File: config.mk
export PLATFORM = sky130hd
export DESIGN_NAME = serial_add_alu
export DESIGN_NICKNAME = d
export VERILOG_FILES = /design/src/rtl/serial_add_alu.sv
export SDC_FILE = /design/constraint.sdc
export NUM_CORES = 1
export LEC_CHECK = 0
export BUFFER_PORTS_ARGS = -buffer_cell sky130_fd_sc_hd__buf_2
export CORE_ASPECT_RATIO = 0.7
export CORE_MARGIN = 1.5
export CORE_UTILIZATION = 50
export CTS_BUF_LIST = sky130_fd_sc_hd__clkbuf_2
export CTS_CLUSTER_SIZE = 10
export DETAILED_ROUTE_END_ITERATION = 16
export MAX_ROUTING_LAYER = met4
export PLACE_DENSITY = 0.79
export SKIP_CTS_REPAIR_TIMING = 1
export SYNTH_ARGS = -nofsm -noshare
export SYNTH_HDL_FRONTEND = slang
export SYNTH_SLANG_ARGS = --single-unit
File: constraint.sdc
create_clock -name clk -period 1.5 [get_ports clk]
set_input_delay 0.15 -clock clk [delete_from_list [all_inputs] [get_ports clk]]
set_output_delay 0.15 -clock clk [all_outputs]
set_load 0.01 [all_outputs]
File: src/rtl/serial_add_alu.sv
// Bit-serial adder/subtractor: one full-adder step per clock, LSB first,
// with a three-state IDLE/RUN/DONE sequencer and registered result flags.
module serial_add_alu #(
  parameter int WIDTH = 8
) (
  input  logic             clk,
  input  logic             rst,
  input  logic             start,
  input  logic             op,
  input  logic [WIDTH-1:0] a,
  input  logic [WIDTH-1:0] b,
  input  logic             ci,
  output logic [WIDTH-1:0] r,
  output logic             co,
  output logic             ovf,
  output logic             busy,
  output logic             done
);

  localparam int CW = $clog2(WIDTH);

  typedef enum logic [1:0] {IDLE, RUN, DONE} state_t;

  state_t           state_q, state_d;
  logic [CW-1:0]    cnt_q, cnt_d;
  logic [WIDTH-1:0] a_sh_q, a_sh_d;
  logic [WIDTH-1:0] b_sh_q, b_sh_d;
  logic             carry_q, carry_d;
  logic [WIDTH-1:0] r_q, r_d;
  logic             co_q, co_d;
  logic             ovf_q, ovf_d;

  logic sum_bit, cout_bit;

  assign sum_bit  = a_sh_q[0] ^ b_sh_q[0] ^ carry_q;
  assign cout_bit = (a_sh_q[0] & b_sh_q[0]) | (a_sh_q[0] & carry_q) | (b_sh_q[0] & carry_q);

  always_comb begin
    // NOTE: every output of this block gets a default first, so no path can infer a latch.
    state_d = state_q;
    cnt_d   = cnt_q;
    a_sh_d  = a_sh_q;
    b_sh_d  = b_sh_q;
    carry_d = carry_q;
    r_d     = r_q;
    co_d    = co_q;
    ovf_d   = ovf_q;

    unique case (state_q)
      RUN: begin
        // Sum bits enter at the MSB of the A shifter, so after WIDTH steps it holds the result.
        a_sh_d  = {sum_bit, a_sh_q[WIDTH-1:1]};
        b_sh_d  = b_sh_q >> 1;
        carry_d = cout_bit;
        cnt_d   = cnt_q + 1'b1;
        if (cnt_q == CW'(WIDTH - 1)) begin
          state_d = DONE;
          cnt_d   = '0;
          r_d     = {sum_bit, a_sh_q[WIDTH-1:1]};
          co_d    = cout_bit;
          ovf_d   = carry_q ^ cout_bit;
        end
      end
      default: begin
        if (start) begin
          state_d = RUN;
          cnt_d   = '0;
          a_sh_d  = a;
          // Subtract is a + ~b + 1: invert B and force the initial carry.
          b_sh_d  = op ? ~b : b;
          carry_d = op ? 1'b1 : ci;
        end else begin
          state_d = IDLE;
        end
      end
    endcase
  end

  always_ff @(posedge clk or posedge rst) begin
    if (rst) begin
      state_q <= IDLE;
      cnt_q   <= '0;
      a_sh_q  <= '0;
      b_sh_q  <= '0;
      carry_q <= 1'b0;
      r_q     <= '0;
      co_q    <= 1'b0;
      ovf_q   <= 1'b0;
    end else begin
      // NOTE: non-blocking assignments so every flop samples pre-edge values.
      state_q <= state_d;
      cnt_q   <= cnt_d;
      a_sh_q  <= a_sh_d;
      b_sh_q  <= b_sh_d;
      carry_q <= carry_d;
      r_q     <= r_d;
      co_q    <= co_d;
      ovf_q   <= ovf_d;
    end
  end

  assign r    = r_q;
  assign co   = co_q;
  assign ovf  = ovf_q;
  assign busy = (state_q == RUN);
  assign done = (state_q == DONE);

endmodule

==> impl_results.md <==
* Initial Utilization at 53.2%
* Hold Crit Class: input pin to register
* TritonCTS clock tree: yes
* Clock power frac at 12.0%
* Predominant post-synthesis flop cell: dfrtp_1
* Hold Path End: b_sh_q[7]
* Placed Cells at 192
* Metal-1 WL at 1340 µm
* Die W at 68.7 µm
* Clock skew at 25.4 ps
* Psw at 1.25 mW
* Critical Path, Cell by Cell: ha_1 -> ha_4 -> nand3b_4 -> mux2_2
* Die area at 3370 µm²
* Distinct cells, synth at 25
* Final critical-path share of the clock period at 98.1%
* Worst-Skew Late Latency at 360 ps
* Syn_nets at 153
* First-pass GRT wire length at 4760 µm
* Worst vdd ir at 0.975 mV
* CP arrival at 1710 ps
* Vias per cell at 5.23
* Crit-path max FO at 6
* DP HPWL at 2000 µm
* Register Area at 801 µm²
* R2r setup slk at 30 ps
* Tot GR Track Use at 20.7%
* Worst R2R Start: cnt_q[0]
* Post-synth EDFFs at 0
* Sw Ratio at 37.9%
* I/O pin total at 33
* Internal Power at 2.05 mW
* R2R cell count at 4
* Post-synthesis sequential area ratio at 52.9%
* Grt total ovfl at 0
* GPL Wtd Cong at 0.736
* Share of layout cells above drive strength 1 at 34.7%
* Slew at the pin closest to its max-slew limit at 399 ps
* Tmin final at 1470 ps
* Synth Cell Area at 1510 µm²
* PortBufs at 32
* Cells after synthesis at 129
* Hold Crit Start: b[7]
* Largest net degree at the start of global routing at 33
* Slew Viols, Final at 0
* FILL cells at 239
* Sequential share of power at 46.3%
* Routed len/inst at 14.3 µm
* Fmax at 679 MHz
* Post-synth ARST share at 100%
* Routed met2 length at 1410 µm
* Die height at 49.0 µm
* DRT Wirelength at 2960 µm
* CP peak stage delay at 430 ps
* CTS Root Cell: clkbuf_2
* Multi-input combinational cell area at 687 µm²
* Commonest non-fill, non-tap cells in the layout: dfrtp_1, buf_2, o21ai_0, nand2_1, mux2i_1
* Met3 wire length at 192 µm
* Top cell family by delay on the critical path: flip-flops
* Top routing layer used: met4
* CTS buffer count at 5
* CP Data Required Time at 1740 ps
* Non-filler instance count after layout at 206
* DRC violations left at 0
* Initial antenna violation count at 0
* Mean Syn Cell Area at 11.7 µm²
* Setup WS pre-CTS at 10.9 ps
* Critical Setup Path Class: register to register
* Core region area at 2840 µm²
* 1st-pass router iterations at 4
* Antenna cells at 0
* Reg clk slew, reported paths at 160 ps
* Crit. End Element: register
* Comb pwr share at 41.8%
* H-tree Lvls at 2
* Status: complete, no violations
* RR Endpoint: r[7]
* Warnings from Yosys at 0
* Vias in the first global route at 1,051
* Hold path cells at 3
* CP Buf/Inv Count at 0
* Slowest cell on crit path: dfrtp_1
* Via count at 1,077
* Clock tree buffer depth at 2
* Lkg Pwr at 0.938 nW
* PnR worst setup slack at 28.3 ps
* Antenna-violating nets left at 0
* # setup viols final at 0
* Slew headroom at 73.4%
* DR iter-0 viols at 37
* Final Power at 3.30 mW
* Power per cell area at 1830 nW/µm²
* Max_cap viols at 0
* Fin nets at 193
* Area grow syn2layout at 19.4%
* Crit start category: register
* Final Hold Violating Endpoints at 0
* Std-Cell Rows at 16
* TritonCTS Sinks at 32
* Number of synthesized register bits at 32
[worst reg2reg max path: stages (launching register included)]
cell,delay (ps)
dfrtp_1,430
ha_1,240
ha_4,190
nand3b_4,130
mux2_2,350
[Yosys cell counts, types with 2 or more instances]
cell type | number | area, µm²
a211oi_1 | 2 | 15.0
buf_6 | 2 | 22.5
xor2_1 | 7 | 61.3
buf_4 | 2 | 15.0
o21ai_0 | 18 | 90.1
xnor2_1 | 2 | 17.5
nor2_1 | 5 | 18.8
nand2b_1 | 2 | 12.5
dfrtp_1 | 32 | 801
inv_1 | 2 | 7.51
ha_1 | 2 | 25.0
mux2i_1 | 15 | 150
nand2_1 | 17 | 63.8
buf_2 | 3 | 15.0
mux2_2 | 8 | 90.1
[power by group through the flow]
stage | Combinational [mW] | Sequential (mW) | Clock [mW]
floorplan | 0.900 | 1.52 | 0
global placement | 1.19 | 1.50 | 0
detailed placement | 1.27 | 1.53 | 0
CTS | 1.28 | 1.51 | 0.419
global route | 1.56 | 1.58 | 0.461
finish | 1.38 | 1.53 | 0.396
[state kept, by name, summed over array words and instances, names as in the netlist]
name     flops
a_sh_q       8
b_sh_q       8
carry_q      1
cnt_q        3
co           1
ovf          1
r            8
state_q      2
[worst max path at each step]
| stage | start | to | slack (ps) | cells past startpoint |
|---|---|---|---|---|
| floorplan | cnt_q[0] | r[0] | 50 | 5 |
| global placement | cnt_q[0] | r[1] | 50 | 4 |
| detailed placement | cnt_q[0] | r[7] | 10 | 4 |
| CTS | state_q[1] | busy | -130 | 2 |
| global route | cnt_q[0] | r[7] | -7 | 4 |
| finish | cnt_q[0] | r[7] | 30 | 4 |
[routing by layer]
metal	vias to the layer above	track usage, %
met5	-	-
met4	0	6.86
met3	2	9.01
met2	33	29.8
met1	523	26.4
li1	519	-
[stage by stage]
| step | cell area [µm²] | util (%) | hold WS (ps) | TNS [ps] |
|---|---|---|---|---|
| finish | 1810 | 63.6 | 58.7 | 0 |
| global route | 1810 | 63.6 | 29.7 | -14.9 |
| floorplan | 1510 | - | 266 | 0 |
| detailed placement | 1700 | 59.6 | 260 | 0 |
| CTS | 1730 | 61.0 | -181 | -384 |
| global placement | 1700 | 59.6 | 244 | 0 |
[kinds of logic after synthesis]
group           after synthesis  synth area share [%]
flops                        32                  52.9
simple gates                 29                  9.68
mux                          24                  16.9
compound gates               22                  8.02
buf+inv                      10                  4.30
xor+xnor                      9                  5.21
fa+ha+maj                     3                  2.98
[cell type report]
type	instances	area share, %
clock inverter	1	0.208
tap	36	2.49
multi-input combinational	89	38.0
inverter	2	0.416
clock buffer	7	1.94
sequential	32	44.3
timing repair buffer	39	12.6
Power figures use the tool's default switching activity.
